[config.mk]
export PLATFORM = sky130hd
export DESIGN_NAME = tx_fifo_feeder
export DESIGN_NICKNAME = d
export VERILOG_FILES = /design/src/rtl/tx_fifo_feeder.sv
export SDC_FILE = /design/constraint.sdc
export NUM_CORES = 1
export LEC_CHECK = 0
export BUFFER_PORTS_ARGS = -buffer_cell sky130_fd_sc_hd__buf_2
export CORE_MARGIN = 3
export CORE_UTILIZATION = 30
export DETAILED_ROUTE_END_ITERATION = 7
export PLACE_DENSITY = 0.42
export SYNTH_ARGS = -nofsm -noshare
export SYNTH_HDL_FRONTEND = slang
export SYNTH_SLANG_ARGS = --single-unit
[constraint.sdc]
create_clock -name clock -period 2.9 [get_ports clock]
set_clock_uncertainty 0.2 [all_clocks]
set_input_delay 0.29 -clock clock [delete_from_list [all_inputs] [get_ports clock]]
set_output_delay 0.29 -clock clock [all_outputs]
set_load 0.005 [all_outputs]
[src/rtl/tx_fifo_feeder.sv]
// tx_fifo_feeder: circular byte FIFO plus send sequencer feeding the UART transmitter.
// Defining FEEDER_STATS_EN adds the tx_count frame counter output.
module tx_fifo_feeder #(
  parameter int DEPTH       = 16,
  parameter int TIMEOUT_CYC = 100000
) (
  input  logic                   clock,
  input  logic                   reset_n,
  input  logic                   wr_en,
  input  logic [7:0]             wr_data,
  output logic                   full,
  output logic                   empty,
  output logic [$clog2(DEPTH):0] level,
  input  logic                   tx_active,
  input  logic                   tx_done,
  output logic                   tx_send,
  output logic [7:0]             tx_data,
  output logic                   busy,
  output logic                   ovf_err,
  output logic                   to_err,
  input  logic                   err_clr
`ifdef FEEDER_STATS_EN
  ,
  output logic [15:0]            tx_count
`endif
);
  localparam int AW = $clog2(DEPTH);
  localparam logic [AW:0] FULL_LVL = (AW+1)'(DEPTH);
  localparam logic [19:0] TO_LAST  = 20'(TIMEOUT_CYC - 1);

  typedef enum logic [1:0] {
    IDLE = 2'd0,
    REQ  = 2'd1,
    BUSY = 2'd2
  } state_e;

  state_e      state_q;
  logic [7:0]  mem_q [DEPTH];
  logic [AW:0] wptr_q;
  logic [AW:0] rptr_q;
  logic [AW:0] level_q;
  logic [AW:0] level_d;
  logic        full_q;
  logic        empty_q;
  logic        tx_send_q;
  logic [7:0]  tx_data_q;
  logic        ovf_q;
  logic        to_q;
  logic [19:0] cnt_q;
  logic        push;
  logic        pop;
  logic        timeout;
  logic        frame_end;

  // Push uses the registered full flag, so a pop in the same cycle never frees a slot.
  always_comb begin
    push      = wr_en && !full_q;
    pop       = (state_q == IDLE) && !empty_q;
    timeout   = (state_q == REQ) && !tx_active && (cnt_q == TO_LAST);
    frame_end = (state_q == BUSY) && !tx_active && tx_done;
    level_d   = level_q + (AW+1)'(push) - (AW+1)'(pop);
  end

  always_ff @(posedge clock) begin
    if (push) mem_q[wptr_q[AW-1:0]] <= wr_data;
  end

  always_ff @(posedge clock or negedge reset_n) begin
    if (!reset_n) begin
      state_q   <= IDLE;
      wptr_q    <= '0;
      rptr_q    <= '0;
      level_q   <= '0;
      full_q    <= 1'b0;
      empty_q   <= 1'b1;
      tx_send_q <= 1'b0;
      tx_data_q <= 8'h00;
      ovf_q     <= 1'b0;
      to_q      <= 1'b0;
      cnt_q     <= '0;
    end else begin
      if (push) wptr_q <= wptr_q + (AW+1)'(1);
      level_q <= level_d;
      full_q  <= (level_d == FULL_LVL);
      empty_q <= (level_d == '0);

      // A new error event in the same cycle as err_clr leaves the flag set.
      if (wr_en && full_q) ovf_q <= 1'b1;
      else if (err_clr)    ovf_q <= 1'b0;
      if (timeout)         to_q  <= 1'b1;
      else if (err_clr)    to_q  <= 1'b0;

      case (state_q)
        IDLE: begin
          if (pop) begin
            tx_data_q <= mem_q[rptr_q[AW-1:0]];
            rptr_q    <= rptr_q + (AW+1)'(1);
            cnt_q     <= '0;
            tx_send_q <= 1'b1;
            state_q   <= REQ;
          end
        end
        REQ: begin
          cnt_q <= cnt_q + 20'd1;
          if (tx_active) begin
            tx_send_q <= 1'b0;
            state_q   <= BUSY;
          end else if (timeout) begin
            tx_send_q <= 1'b0;
            state_q   <= IDLE;
          end
        end
        BUSY: begin
          if (frame_end) state_q <= IDLE;
        end
        default: begin
          tx_send_q <= 1'b0;
          state_q   <= IDLE;
        end
      endcase
    end
  end

`ifdef FEEDER_STATS_EN
  logic [15:0] count_q;

  always_ff @(posedge clock or negedge reset_n) begin
    if (!reset_n)       count_q <= '0;
    else if (frame_end) count_q <= count_q + 16'd1;
  end

  assign tx_count = count_q;
`endif

  assign full    = full_q;
  assign empty   = empty_q;
  assign level   = level_q;
  assign tx_send = tx_send_q;
  assign tx_data = tx_data_q;
  assign busy    = (state_q != IDLE) || !empty_q;
  assign ovf_err = ovf_q;
  assign to_err  = to_q;

endmodule

==> flow_summary.ini, run 1 <==
[power_and_ir_drop]
vdd.ir_drop.worst_mv = 0.304
comb_power_share_pct = 30.7
switching_power_mw = 2.85
seq_power_share_pct = 40.6
powerDensity_mw_per_mm2 = 950
p_total_mw = 8.31
power.leakage_nw = 3.26
clkPwrFrac_pct = 28.7
power.internal_mw = 5.46
p_sw_share_pct = 34.3

[clocking]
clock_latency_ps = 430
tritoncts = yes
clock-sinks = 176
post_cts_buffers = 0
cts_buffer_depth = 2
path_clk_slew_ps = 80
cts_root_buffer = clkbuf_16
tritoncts.num_buffers = 17
htreeDepth = 4

[yosys]
synth_edf_count = 128
ys.flop_type = edfxtp_1
netlist_area_sq_mm = 0.00736
avgSynthCellArea_sq_um = 15.9
yosys_warnings = 0
syn_inst = 462
ys_seq_area_share_pct = 68.5
ys_ff_latch = 176
asyncSetResetFlopFracSynth_pct = 27.3
synth_nets = 488
synthDistinctLibCells = 55

[run]
maxCapViolations = 0

[routing]
postRouteAntennaNets = 0
wl_per_cell_um = 18.1
drt_iter0_drc = 204
firstDrtPassIters = 4
drc = 0
finalWirelength_mm = 15.6
avgViaCountPerCell = 4.70
vias = 4051

[sta]
hold_viol_final = 0
finalCriticalPeriod_ps = 2770
finalHoldWorstSlack_ps = 45.3
slew_headroom_pct = 40.6
period_share_pct = 95.3
finalSetupTns_ps = 0
worst_pin_slew_ps = 892
fmax_mhz = 362
rsz0062_at_grt = yes
drv_slew = 0
setup_viol = 0
setup_ws_ps = 135

[layout]
seq_area_sq_mm = 0.00505
final_cell_mix = edfxtp_1 (128), dfrtp_1 (46), mux2i_1 (34), buf_2 (32), nand2_1 (31)
layout-drive-gt1-share_pct = 21.9
areaGrowthSynthToFinish_pct = 18.9
fillers = 2293
final_core_util_pct = 36.7
multiInputGateArea_sq_mm = 0.00214
final_common_cell = edfxtp_1
nets = 556
diodes = 0

[placed_design]
pre_cts_ws_ps = 64.5
io_buffers = 32
hpwl_mm = 10.4
gp_congestion = 0.749

[min_path]
hp-class = in2reg
hp-start = wr_data[3]

[grt]
grt_overflow = 0
grt_max_degree = 40
grt_pass1_wl_mm = 24.8
antenna_found_initial = 0
grt_pass1_vias = 4210
grtUsageTotal_pct = 12.5

[floorplan]
start_util_pct = 30.9
core_area_sq_mm = 0.0238
die_w_um = 163
ios = 33
dieArea_sq_mm = 0.0265
die_h_um = 163
rows = 56

[worst_setup_path]
slowest_stage = fa_1
cp_data_arrival_time_ps = 2910
path_common_cell = inv_1
cp-end-kind = flop
critPathMaxStageDelay_ps = 470
startpoint_type = flop
setup.worst_path.start = state_q[1]
worst-path-max-fanout = 2
crit_chain = or3_1 -> clkinv_1 -> ha_1 -> inv_1 -> ha_1 -> inv_1 -> fa_1 -> inv_1 -> or3_4 -> nor4b_2
cp.required_ps = 3040
critPathKind = reg2reg
r2r-start = state_q[1]

[status]
run_status = completed
-- power groups by stage --
stage,Combinational [mW],Clock (mW),Sequential (mW)
6_report,2.55,2.38,3.38
5_1_grt,2.84,2.55,3.43
4_1_cts,2.56,2.45,3.39
3_5_place_dp,2.55,0,3.44
3_3_place_gp,2.52,0,3.44
2_1_floorplan,1.82,0,3.30
-- critical path, delay by kind of cell, from the launching register on --
kind	cells	cell delay (ps)
flops	1	370
simple gates	3	990
buf+inv	4	260
fa+ha+maj	3	860
-- routing by layer --
metal	global-route usage [%]	vias up	share of wire [%]
met5	0	-	0
met4	3.23	0	1.0
met3	2.77	11	2.1
met2	20.1	36	48
met1	17.3	2078	49
li1	-	1926	-
-- cells in the mapped netlist (7+ instances only) --
| library cell | number | area share [%] |
|---|---|---|
| nand2_1 | 31 | 1.6 |
| clkbuf_1 | 7 | 0.36 |
| mux4_2 | 8 | 2.4 |
| a22oi_1 | 13 | 1.3 |
| nor3_1 | 7 | 0.48 |
| ha_1 | 11 | 1.9 |
| mux4_1 | 14 | 5.0 |
| inv_1 | 17 | 0.87 |
| edfxtp_1 | 128 | 52 |
| dfrtp_1 | 47 | 16 |
| o21ai_0 | 22 | 1.5 |
| nand4_1 | 9 | 0.76 |
| xnor2_1 | 8 | 0.95 |
| nor2_1 | 22 | 1.1 |
| mux2i_1 | 34 | 4.6 |
| nand3_1 | 9 | 0.61 |
-- state kept, by name, indices dropped and copies added (netlist names) --
| register | cells |
|---|---|
| ovf_err | 1 |
| level | 5 |
| to_err | 1 |
| mem_q | 128 |
| wptr_q | 4 |
| state_q | 2 |
| full | 1 |
| rptr_q | 4 |
| tx_send | 1 |
| empty | 1 |
| tx_data | 8 |
| cnt_q | 20 |
-- final cells by class --
type	instances	share of cell area, %
well taps	319	4.56
repair buffers	69	5.32
flip-flops and latches	176	57.7
multi-input cells	248	24.4
clock buffers	17	4.86
clock inverters	15	2.42
inverters	18	0.772
-- what timing repair did --
action / CTS / global route
hold endpoints to repair: 42 / 0
setup endpoints to repair: 0 / 3
hold buffers: 6 / 0
gates resized for setup: 0 / 4
-- final timing paths --
kind	to	slack [ps]	cells after the start
setup / recovery	full	130	10
hold / removal	mem_q[9][3]	50	1
setup reg to reg	full	130	10
hold reg to reg	cnt_q[19]	290	1
max in group asynchronous	tx_data[6]	1470	3
min in group asynchronous	cnt_q[10]	330	2
-- metrics by stage --
stage	instances	cell area, sq um
detailed placement	824	8040
finish	862	8750
global placement	824	8040
floorplan	462	7360
CTS	862	8740
global route	862	8750
-- logic make-up (layout without fill, tap and decap cells) --
kind of cell / Yosys count / in the layout / synth area share (%)
fa+ha+maj: 12 / 12 / 2.14
compound gates: 61 / 61 / 5.42
xor+xnor: 9 / 9 / 1.07
buf+inv: 38 / 119 / 2.68
simple gates: 106 / 106 / 7.43
mux: 60 / 60 / 12.7
flops: 176 / 176 / 68.5
No activity file was read; power rests on OpenSTA's default activity.
==> inputs of run 2 (changes only) <==
Settings changed: BUFFER_PORTS_ARGS -buffer_cell sky130_fd_sc_hd__buf_2 to unset, CELL_PAD_IN_SITES_DETAIL_PLACEMENT set to 1, CELL_PAD_IN_SITES_GLOBAL_PLACEMENT set to 1, DONT_BUFFER_PORTS set to 1, PLACE_DENSITY 0.42 to 0.47.
==> flow_summary.ini, run 2 (synthesized netlist as in run 1, its figures left out) <==
[status]
run_status = completed

[grt]
grt_max_degree = 49
grt_overflow = 0
grtUsageTotal_pct = 13.9
antenna_found_initial = 0
grt_pass1_vias = 4434
grt_pass1_wl_mm = 27.3

[layout]
final_cell_mix = edfxtp_1 (128), dfrtp_1 (46), mux2i_1 (34), nand2_1 (31), buf_4 (27)
final_common_cell = edfxtp_1
areaGrowthSynthToFinish_pct = 18.2
final_cells = 837
design_area_sq_mm = 0.00870
diodes = 0
nets = 531
largest_register_ffs = 128
layout-drive-gt1-share_pct = 17.4

[clocking]
cts_buffer_depth = 2
path_clk_slew_ps = 70
clock_latency_ps = 430
htreeDepth = 4
tritoncts.num_buffers = 17
tritoncts = yes
cts_root_buffer = clkbuf_16
clock-sinks = 176

[worst_setup_path]
reg2reg_depth = 10
path_buf_inv = 4
critPathTopFamily = simple AND/OR/NAND/NOR gates
critPathKind = reg2reg
slowest_stage = fa_2
cp.required_ps = 3040
worst-path-max-fanout = 2
cp-end-kind = flop
cp_data_arrival_time_ps = 2980
r2r-start = state_q[0]
crit_chain = or3_4 -> clkinvlp_4 -> ha_4 -> inv_2 -> ha_4 -> inv_1 -> fa_2 -> inv_1 -> or3_4 -> nor4b_4
worstReg2RegEnd = full
reg2reg_setup_slack_ps = 60
critPathMaxStageDelay_ps = 530
startpoint_type = flop

[floorplan]
rows = 56
start_util_pct = 30.9
ios = 33
dieArea_sq_mm = 0.0265
die_h_um = 163
core_area_sq_mm = 0.0238
die_w_um = 163

[sta]
finalSetupTns_ps = 0
slew_headroom_pct = 56.9
period_share_pct = 98.1
fmax_mhz = 352
setup_viol = 0
finalHoldWorstSlack_ps = 110
worst_pin_slew_ps = 644
finalCriticalPeriod_ps = 2840
drv_slew = 0
hold_viol_final = 0

[placed_design]
placed_cell_area_sq_mm = 0.00786
io_buffers = 0
gp_congestion = 0.704
dp.cells = 788
hpwl_mm = 11.0

[min_path]
min_path_cells = 3
hold_end = wptr_q[0]
hp-start = wr_en
hp-class = in2reg

[routing]
firstDrtPassIters = 7
wl_per_cell_um = 20.9
postRouteAntennaNets = 0
drc = 0
finalWirelength_mm = 17.5
drt_iter0_drc = 274
vias = 4126
avgViaCountPerCell = 4.93

[power_and_ir_drop]
powerDensity_mw_per_mm2 = 966
vdd.ir_drop.worst_mv = 0.412
power.leakage_nw = 3.15
p_total_mw = 8.41

[run]
maxCapViolations = 0
run 2: worst max path at each step:
| stage | startpoint | to | slack (ps) | depth (start not counted) |
|---|---|---|---|---|
| after global routing | state_q[0] | full | -60 | 10 |
| after detailed placement | state_q[1] | level[4] | 7 | 11 |
| after floorplan | state_q[1] | full | 20 | 11 |
| after CTS | empty | full | 20 | 10 |
| final | state_q[0] | full | 60 | 10 |
| after global placement | state_q[1] | full | 100 | 10 |
run 2: stage by stage:
step                      setup WS (ps)  utilization, %
after floorplan                    16.5               -
after global placement              102            33.0
after CTS                          20.4            36.2
after detailed placement           6.64            33.0
final                              55.6            36.5
after global routing              -61.3            36.5
run 2: cell type report:
class	count	area, sq um
flip-flops and latches	176	5050
fillers	2458	15100
clock buffers	18	429
multi-input cells	248	2170
repair buffers	44	410
clock inverters	14	173
well taps	319	399
inverters	18	71.3
run 2: metal layers:
| metal | track usage [%] | wire length [um] | up-vias |
|---|---|---|---|
| met5 | 0 | 0 | - |
| met4 | 3.92 | 156 | 0 |
| met3 | 2.62 | 393 | 9 |
| met2 | 22.4 | 8520 | 44 |
| met1 | 19.4 | 8390 | 2197 |
| li1 | - | - | 1876 |
run 2: power breakdown:
group          leakage [nW]  switching (mW)  internal (mW)
Clock                 0.290            1.03           1.31
Sequential             1.77           0.298           3.10
Combinational          1.09            1.50           1.18
run 2: timing repair:
action | 4_1_cts | 5_1_grt
setup buffers | 0 | 2
endpoints found under the setup margin | 1 | 3
hold buffers | 15 | 0
pin swaps | 0 | 3
hold endpoints to repair | 181 | 0
gates resized for setup | 1 | 10
run 2: worst reg2reg max path: cells and delay by family, from the launching register on:
| family | cells | cell delay (ps) |
|---|---|---|
| simple gates | 3 | 1060 |
| flops | 1 | 380 |
| buf+inv | 4 | 260 |
| fa+ha+maj | 3 | 850 |
